==> src/rtl/tau_pkg.sv <==
// Shared types for the register-transfer sequencer: FSM state encoding and the
// default bus width.
package tau_pkg;

  localparam int WORD_SIZE_DEF = 8;

  typedef enum logic [1:0] {
    IDLE  = 2'd0,
    READ  = 2'd1,
    WRITE = 2'd2,
    DONE  = 2'd3
  } xfer_state_t;

endpackage

==> src/rtl/bus_mux_n.sv <==
// NUM_REGS:1 word multiplexer onto the shared data bus. Output is forced to zero
// when inactive so idle/reset cycles never drive register data onto the bus.
module bus_mux_n #(
  parameter  int WORD_SIZE = 8,
  parameter  int NUM_REGS  = 4,
  localparam int SEL_W     = $clog2(NUM_REGS)
) (
  input  logic [NUM_REGS*WORD_SIZE-1:0] i_data,
  input  logic [SEL_W-1:0]              i_sel,
  input  logic                          i_active,
  output logic [WORD_SIZE-1:0]          o_data
);

  // Only the selected slice reaches the output, so unknowns on other
  // registers can never leak onto the bus.
  always_comb begin
    o_data = '0;
    if (i_active) begin
      for (int i = 0; i < NUM_REGS; i++) begin
        if (i_sel == SEL_W'(i)) o_data = i_data[i*WORD_SIZE +: WORD_SIZE];
      end
    end
  end

endmodule

==> src/rtl/bus_transfer_sequencer.sv <==
// Sequences a register-to-register move over the shared bus:
// IDLE -> READ -> WRITE -> DONE, with illegal requests rejected in IDLE.
module bus_transfer_sequencer
  import tau_pkg::*;
#(
  parameter  int WORD_SIZE = WORD_SIZE_DEF,
  parameter  int NUM_REGS  = 4,
  localparam int SEL_W     = $clog2(NUM_REGS)
) (
  input  logic                          clock,
  input  logic                          reset,
  input  logic                          req_valid,
  output logic                          req_ready,
  input  logic [SEL_W-1:0]              src_sel,
  input  logic [SEL_W-1:0]              dst_sel,
  input  logic [NUM_REGS*WORD_SIZE-1:0] reg_out,
  output logic [WORD_SIZE-1:0]          bus_value,
  output logic [NUM_REGS-1:0]           reg_enable,
  output logic [NUM_REGS-1:0]           reg_read,
  output logic [NUM_REGS-1:0]           reg_write,
  output logic                          done,
  output logic                          err
);

  xfer_state_t      r_state;
  logic [SEL_W-1:0] r_src;
  logic [SEL_W-1:0] r_dst;
  logic             r_done;
  logic             r_err;

  logic             w_legal;
  logic             w_active;
  logic             w_is_write;

  assign w_legal = (src_sel != dst_sel) &&
                   (int'(src_sel) < NUM_REGS) &&
                   (int'(dst_sel) < NUM_REGS);

  always_ff @(posedge clock) begin
    if (reset) begin
      r_state <= IDLE;
      r_src   <= '0;
      r_dst   <= '0;
      r_done  <= 1'b0;
      r_err   <= 1'b0;
    end else begin
      r_done <= 1'b0;
      r_err  <= 1'b0;
      case (r_state)
        IDLE: begin
          if (req_valid) begin
            if (w_legal) begin
              r_src   <= src_sel;
              r_dst   <= dst_sel;
              r_state <= READ;
            end else begin
              r_err   <= 1'b1;
            end
          end
        end
        READ:  r_state <= WRITE;
        WRITE: begin
          r_state <= DONE;
          r_done  <= 1'b1;
        end
        DONE:    r_state <= IDLE;
        default: r_state <= IDLE;
      endcase
    end
  end

  assign req_ready = (r_state == IDLE);
  assign done      = r_done;
  assign err       = r_err;

  // Reset gates the strobes combinationally so a reset landing in WRITE can
  // never let the destination capture the bus.
  assign w_active   = !reset && ((r_state == READ) || (r_state == WRITE));
  assign w_is_write = (r_state == WRITE);

  always_comb begin
    reg_enable = '0;
    reg_read   = '0;
    reg_write  = '0;
    if (w_active) begin
      for (int i = 0; i < NUM_REGS; i++) begin
        if (r_src == SEL_W'(i)) begin
          reg_enable[i] = 1'b1;
          reg_read[i]   = 1'b1;
        end
        if (w_is_write && (r_dst == SEL_W'(i))) begin
          reg_enable[i] = 1'b1;
          reg_write[i]  = 1'b1;
        end
      end
    end
  end

  bus_mux_n #(
    .WORD_SIZE (WORD_SIZE),
    .NUM_REGS  (NUM_REGS)
  ) u_bus_mux (
    .i_data   (reg_out),
    .i_sel    (r_src),
    .i_active (w_active),
    .o_data   (bus_value)
  );

endmodule

==> config.mk <==
export PLATFORM = sky130hd
export DESIGN_NAME = bus_transfer_sequencer
export DESIGN_NICKNAME = d
export VERILOG_FILES = /design/src/rtl/tau_pkg.sv /design/src/rtl/bus_mux_n.sv /design/src/rtl/bus_transfer_sequencer.sv
export SDC_FILE = /design/constraint.sdc
export NUM_CORES = 1
export LEC_CHECK = 0
export ABC_AREA = 1
export CORE_MARGIN = 4
export CORE_UTILIZATION = 39
export CTS_CLUSTER_DIAMETER = 100
export DETAILED_ROUTE_END_ITERATION = 8
export PLACE_DENSITY_LB_ADDON = 0.3
export RECOVER_POWER = 25
export SYNTH_ARGS = -nofsm -noshare
export SYNTH_HDL_FRONTEND = slang
export SYNTH_HIERARCHICAL = 1
export SYNTH_SLANG_ARGS = --single-unit
==> constraint.sdc <==
create_clock -name clock -period 3.1 [get_ports clock]
set_clock_uncertainty 0.1 [all_clocks]
set_input_delay 0.62 -clock clock [delete_from_list [all_inputs] [get_ports clock]]
set_output_delay 0.62 -clock clock [all_outputs]
set_load 0.05 [all_outputs]
==> Yosys cells after proc, flatten, opt, wreduce, memory -nomap -nowiden <==
Index checks and enable logic that the tools add are counted.
{ "word_totals": {"inputBits": 39, "rom_bits": 0, "latchBits": 0, "memories": 0, "ramBits": 0, "register_bits": 8} }
{ "op_classes": {"bitwise": 2, "div": 0, "addsub": 0, "n_shift": 0, "n_reduce_logical": 13, "n_mux": 25, "magnitude_cmp": 0, "n_eq_ne": 12, "n_mul": 0} }
{ "ops": {"columns": ["operator", "n"], "rows": [
  ["$mux W8", 5],
  ["$mux W1", 14],
  ["$eq A2 B2 Y1 const B", 6],
  ["$mux W4", 3],
  ["$pmux W2 S4", 1],
  ["$eq A2 B1 Y1 const B", 3],
  ["$logic_not A2 Y1", 3],
  ["$logic_and A1 B1 Y1", 5],
  ["$mux W2", 2],
  ["$reduce_and A3 Y1", 1],
  ["$reduce_or A3 Y1", 1],
  ["$ne A2 B1 Y1 const B", 1],
  ["$ne A2 B2 Y1", 1],
  ["$ne A2 B2 Y1 const B", 1],
  ["$not A1 Y1", 2],
  ["$reduce_and A2 Y1", 1],
  ["$logic_not A1 Y1", 1],
  ["$logic_or A1 B1 Y1", 1]
]} }

==> Logic depth before layout (Yosys ltp) <==
Gate-level depths: netlist (run 1).
{ "logic_depth": {"ltp_word": 6, "mapped_depth": 8} }

==> Cells and area by module <==
The synthesis (run 1) kept the hierarchy.
{ "modules_own_cells": {"columns": ["module", "n_inst", "cells_each", "area_each_um2"], "rows": [
  ["bus_transfer_sequencer", 1, 85, 600.6],
  ["bus_mux_n", 1, 73, 355.3]
]} }

==> Worst setup path after synthesis (run 1) <==
OpenSTA, ideal clock, no wires.
{ "synth_path": {"path_type": "input to output", "from": "input reset", "to": "output bus_value[1]", "n_path_buf": 1, "slack_ps": 652, "stages": 4, "arrival_time_ps": 1728, "cell_sequence": "buf_6 -> nor2_8 -> o21ai_0 -> a21oi_1"} }
{ "synth_via": {"elab_chain_cells": 3} }
{ "synth_lines": {"columns": ["element", "line", "text"], "rows": [
  ["from (decl)", "bus_transfer_sequencer.sv:11", "input logic reset,"],
  ["$logic_not A1 Y1", "bus_transfer_sequencer.sv:78", "assign w_active = !reset && ((r_state == READ) || (r_state == WRITE));"],
  ["$logic_and A1 B1 Y1", "bus_transfer_sequencer.sv:78", null],
  ["via w_active", "bus_transfer_sequencer.sv:32", "logic w_active;"],
  ["$mux W8", "bus_mux_n.sv:18", "if (i_active) begin"],
  ["to (decl)", "bus_transfer_sequencer.sv:17", "output logic [WORD_SIZE-1:0] bus_value,"]
]} }
The timed path passes the listed nets, and every way through them passes these cells.

==> Final worst setup path (run 1) <==
{ "layout_path": {"from": "input reset", "to": "output reg_enable[3]"} }
{ "layout_via": {"elab_chain_cells": 3} }
{ "layout_lines": {"columns": ["element", "line", "text"], "rows": [
  ["$logic_not A1 Y1", "bus_transfer_sequencer.sv:78", null],
  ["$logic_and A1 B1 Y1", "bus_transfer_sequencer.sv:78", null],
  ["via w_active", "bus_transfer_sequencer.sv:32", null],
  ["$mux W4", "bus_transfer_sequencer.sv:85", "if (w_active) begin"],
  ["to (decl)", "bus_transfer_sequencer.sv:18", "output logic [NUM_REGS-1:0] reg_enable,"]
]} }
The timed path passes the listed nets, and every way through them passes these cells.

==> impl_metrics.json, run 1 <==
{
  "post-route-period-util_pct": 87.9,
  "hold_depth": 2,
  "clockBufferDepth": 2,
  "status": "finished, final reports clean",
  "async_reset_ff_share_pct": 0,
  "power_density_mw_per_mm2": 607,
  "final_cell_mix": "clkdlybuf4s50_1, nand2_1, inv_1, buf_12, nand3_1",
  "start_util_pct": 42.0,
  "clock-root-buffer": "clkbuf_4",
  "grt_pass1_vias": 1188,
  "dpl_cell_area_mm2": 0.00175,
  "post-route-drc-count": 0,
  "core_area_mm2": 0.00228,
  "drt-vias-per-instance": 4.86,
  "synth_flop_cell": "dfxtp_1",
  "die_area_mm2": 0.00331,
  "worstSetupEndpointType": "output port",
  "setup_viol": 0,
  "rsz0062_at_grt": "no",
  "die_x_um": 57.5,
  "final_common_cell": "clkdlybuf4s50_1",
  "yosys_warnings": 6,
  "layout-drive-gt1-share_pct": 21.1,
  "dr.first_iter.drc_count": 35,
  "ios": 62,
  "fp-row-count": 17,
  "fin_area_mm2": 0.00176,
  "gp_congestion": 0.902,
  "setup_ws_ns": 0.374,
  "slew_headroom_pct": 58.6,
  "numCtsBuffers": 3,
  "clkTransAtPathRegs_ns": 0.05,
  "worst_slew_pin_slew_ns": 0.620,
  "utilization_pct": 77.5,
  "startpoint_type": "input port",
  "setup_tns_ns": 0,
  "ys_seq_elements": 8,
  "overflow": 0,
  "cts_num_sinks": 8,
  "drt-total-wl_mm": 3.01,
  "ir_drop_uv": 548,
  "slew_viol_final": 0,
  "cp.required_ns": 2.38,
  "finalHoldViolations": 0,
  "syn_inst": 158,
  "synth_nets": 201,
  "antenna_found_initial": 0,
  "dp_cells": 243,
  "vias": 1196,
  "grt.total_usage_pct": 19.1,
  "grt_pass1_wl_mm": 5.09,
  "syn_avg_cell_area_um2": 6.05,
  "cp_max_fo": 12,
  "h-tree-depth": 1,
  "cts_resized": 0,
  "stdcell_count": 246,
  "synth-seq-area-share_pct": 16.8,
  "port_buffers": 61,
  "worstRegToRegCells": 7,
  "critical_path_class": "input port to output port",
  "syn-cell-area_um2": 956,
  "nFillCells": 160,
  "cts_hold_buf": 0,
  "max_freq_mhz": 367,
  "dpl.hpwl_mm": 2.58,
  "postCtsSetupRepairBufs": 0,
  "hp-class": "flip-flop to flip-flop",
  "dp_slack_ns": 0.477,
  "die_h_um": 57.5,
  "grt_max_degree": 17,
  "nets": 263,
  "insertion_delay_ns": 0.26,
  "wire_per_inst_um": 12.2,
  "cp.arrival_ns": 2.01,
  "ant_nets": 0,
  "drtPass1Iterations": 4,
  "diodes": 0,
  "p_leak_nw": 0.785,
  "maxCapViolCount": 0,
  "synth-edff-count": 0,
  "cts_tree": "built",
  "yosysUniqueCellTypes": 21,
  "syn2layout_area_growth_pct": 84.6,
  "min_period_ns": 2.73
}
[critical path, cell delays in order]
cell           delay [ns]
dlygate4sd3_1        0.62
nor2_8               0.18
inv_2                0.13
a21oi_1              0.27
buf_12               0.18
[cells by family after synthesis]
group,after synthesis,share of synthesized area [%]
buf+inv,33,16.9
flops,8,16.8
compound gates,26,16.4
fa+ha+maj,4,5.24
simple gates,87,44.8
[stage by stage]
stage                     hold WS, ns  power, mW
after floorplan                 0.352      0.679
after global placement          0.368      0.974
after detailed placement        0.399       1.00
after CTS                       0.408       1.08
after global routing            0.440       1.14
final                           0.407       1.07
[final timing paths]
kind / start / end / slack [ns]
max reg2reg: r_state[1] / r_src[1] / 1.67
min: r_dst[0] / r_dst[0] / 0.41
min reg2reg: r_dst[0] / r_dst[0] / 0.41
max: reset / reg_enable[3] / 0.37
[sequential cells by signal, indices dropped and copies added, names as in the netlist]
signal and cells:
r_state 2, r_src 2, err 1, r_dst 2, done 1
[layout make-up]
class                      instances  area [um2]  area share (%)
inverter                          28         105            5.96
clock buffer                       3        22.5            1.28
multi-input combinational        117         627            35.5
timing repair buffer              62         815            46.2
tap                               28        35.0            1.99
sequential                         8         160            9.08
[cells in the mapped netlist (2+ instances only)]
library cell / instances / area share, %
nand2_1: 37 / 15
inv_1: 24 / 9.4
nand3_1: 18 / 9.4
nor2_1: 13 / 5.1
o21ai_0: 10 / 5.2
a21oi_1: 8 / 4.2
dfxtp_1: 8 / 17
a21oi_2: 7 / 6.4
nor2_2: 7 / 4.6
buf_6: 5 / 5.9
ha_1: 4 / 5.2
inv_2: 3 / 1.2
nand2_2: 3 / 2.0
or2_1: 3 / 2.0
nand2_4: 2 / 2.4
[power by group]
part           total [mW]  switching (mW)  leakage (nW)  internal [mW]
clock              0.0802          0.0359        0.0138         0.0443
sequential          0.160          0.0334        0.0656          0.127
combinational       0.830           0.488         0.706          0.342
[routing by layer]
metal | GRT usage (%) | vias up | share of wire, %
li1 | - | 612 | -
met1 | 20.5 | 532 | 38
met2 | 35.5 | 44 | 53
met3 | 4.52 | 8 | 7.0
met4 | 7.62 | 0 | 2.5
met5 | 0 | - | 0
Power figures use the tool's default switching activity.
==> run 2, diff against run 1 <==
==> constraint.sdc (replaced) <==
create_clock -name clock -period 3.4 [get_ports clock]
set_clock_uncertainty 0.1 [all_clocks]
set_input_delay 0.51 -clock clock [delete_from_list [all_inputs] [get_ports clock]]
set_output_delay 0.51 -clock clock [all_outputs]
set_load 0.01 [all_outputs]
==> run 2 against run 1 <==
Against the previous run: sequential cell count did not move; final cell count decreased by 0.41%; global-route usage is 2.0 points lower; wire length shrank 4.5%; critical path type unchanged; critical endpoint unchanged; largest power group unchanged; highest routed layer unchanged.
==> impl_metrics.json, run 2 (synthesized netlist as in run 1, its figures left out) <==
{
  "status": "finished, final reports clean",
  "core_area_mm2": 0.00228,
  "cp-endpoint": "reg_enable[3]",
  "reg.largest.list": "r_dst (2), r_src (2), r_state (2)",
  "dp_slack_ns": 0.505,
  "ant_nets": 0,
  "cts_tree": "built",
  "rsz0062_at_grt": "no",
  "overflow": 0,
  "syn2layout_area_growth_pct": 63.0,
  "dp_cells": 242,
  "numCtsBuffers": 3,
  "setup_tns_ns": 0,
  "setup_ws_ns": 0.484,
  "cp_max_fo": 12,
  "nets": 262,
  "cts_num_sinks": 8,
  "h-tree-depth": 1,
  "layout-drive-gt1-share_pct": 11.5,
  "cp.required_ns": 2.79,
  "grt_pass1_wl_mm": 4.59,
  "ir_drop_uv": 399,
  "cts_hold_buf": 0,
  "max_freq_mhz": 343,
  "die_h_um": 57.5,
  "startpoint_type": "input port",
  "vias": 1143,
  "fp-row-count": 17,
  "hp-class": "flip-flop to flip-flop",
  "dpl_cell_area_mm2": 0.00155,
  "crit_chain": "dlygate4sd3_1 -> nor2_8 -> inv_2 -> a21oi_1 -> clkdlybuf4s50_1",
  "crit_family": "buffers and inverters",
  "insertion_delay_ns": 0.25,
  "gp_congestion": 0.906,
  "slowest_delay_ns": 0.72,
  "worst-path-buf-inv": 3,
  "clkTransAtPathRegs_ns": 0.05,
  "clock-root-buffer": "clkbuf_4",
  "drtPass1Iterations": 4,
  "maxCapViolCount": 0,
  "diodes": 0,
  "finalHoldViolations": 0,
  "power_mw": 0.696,
  "critical_path_class": "input port to output port",
  "die_x_um": 57.5,
  "post-route-period-util_pct": 85.8,
  "dpl.hpwl_mm": 2.44,
  "clockBufferDepth": 2,
  "stdcell_count": 245,
  "crit_slowest_cell": "dlygate4sd3_1",
  "cts_resized": 0,
  "cp.arrival_ns": 2.31,
  "worstRegToRegCells": 7,
  "hold_slack_ns": 0.381,
  "power_density_mw_per_mm2": 447,
  "wire_per_inst_um": 11.7,
  "post-route-drc-count": 0,
  "final_common_cell": "clkdlybuf4s50_1",
  "fin_area_mm2": 0.00156,
  "drt-total-wl_mm": 2.87,
  "crit_cells": 5,
  "grt.total_usage_pct": 17.1,
  "drt-vias-per-instance": 4.67,
  "cp-startpoint": "reset",
  "r2r-start": "r_state[1]",
  "start_util_pct": 42.0,
  "worst_slew_pin_slew_ns": 0.627,
  "die_area_mm2": 0.00331,
  "slew_headroom_pct": 58.2,
  "final_cell_mix": "clkdlybuf4s50_1, nand2_1, inv_1, nand3_1, nor2_1",
  "dr.first_iter.drc_count": 38,
  "postCtsSetupRepairBufs": 0,
  "min_period_ns": 2.92,
  "reg2reg_slack_ns": 1.95,
  "r2r_end": "r_src[1]",
  "port_buffers": 61,
  "antenna_found_initial": 0,
  "p_leak_nw": 0.686,
  "setup_viol": 0,
  "grt_pass1_vias": 1067,
  "ios": 62,
  "utilization_pct": 68.4,
  "slew_viol_final": 0,
  "grt_max_degree": 17,
  "worstSetupEndpointType": "output port"
}
## run 2: cell count changes in the layout (fill, tap and decap cells not counted), sizes merged
cell	change
clkdlybuf4s50	+20
clkbuf	-1
buf	-20
## run 2: worst min-delay path, delay by kind of cell (launching register included)
kind / cells / cell delay (ns)
AO/OA/AOI/OAI: 1 / 0.04
flip-flops: 1 / 0.32
AND/OR/NAND/NOR: 1 / 0.09
## run 2: worst min path at each step
stage               startpoint          to  slack (ns)  cells past startpoint
finish              r_state[0]  r_state[0]        0.38                      2
global route          r_dst[1]    r_dst[1]        0.44                      2
CTS                 r_state[0]  r_state[0]        0.39                      2
detailed placement  r_state[0]  r_state[0]        0.38                      2
global placement    r_state[0]  r_state[0]        0.37                      2
floorplan           r_state[0]  r_state[0]        0.35                      2
## run 2: power breakdown
part | leakage (nW) | total [mW] | internal, mW | switching, mW
Clock | 0.0138 | 0.0716 | 0.0403 | 0.0313
Sequential | 0.0656 | 0.147 | 0.116 | 0.0310
Combinational | 0.607 | 0.478 | 0.225 | 0.253
## run 2: layer usage
metal  part of all wire, %  track usage [%]  vias to the layer above
met5                     0                0                        -
met4                  0.56             3.97                        0
met3                   7.2             4.07                        2
met2                    49             31.1                       39
met1                    43             20.0                      487
li1                      -                -                      615
## run 2: cell type report
class,count,area [um2]
multi-input combinational,117,624
fill,213,718
tap,28,35.0
sequential,8,160
inverter,28,105
clock buffer,3,22.5
timing repair buffer,61,611
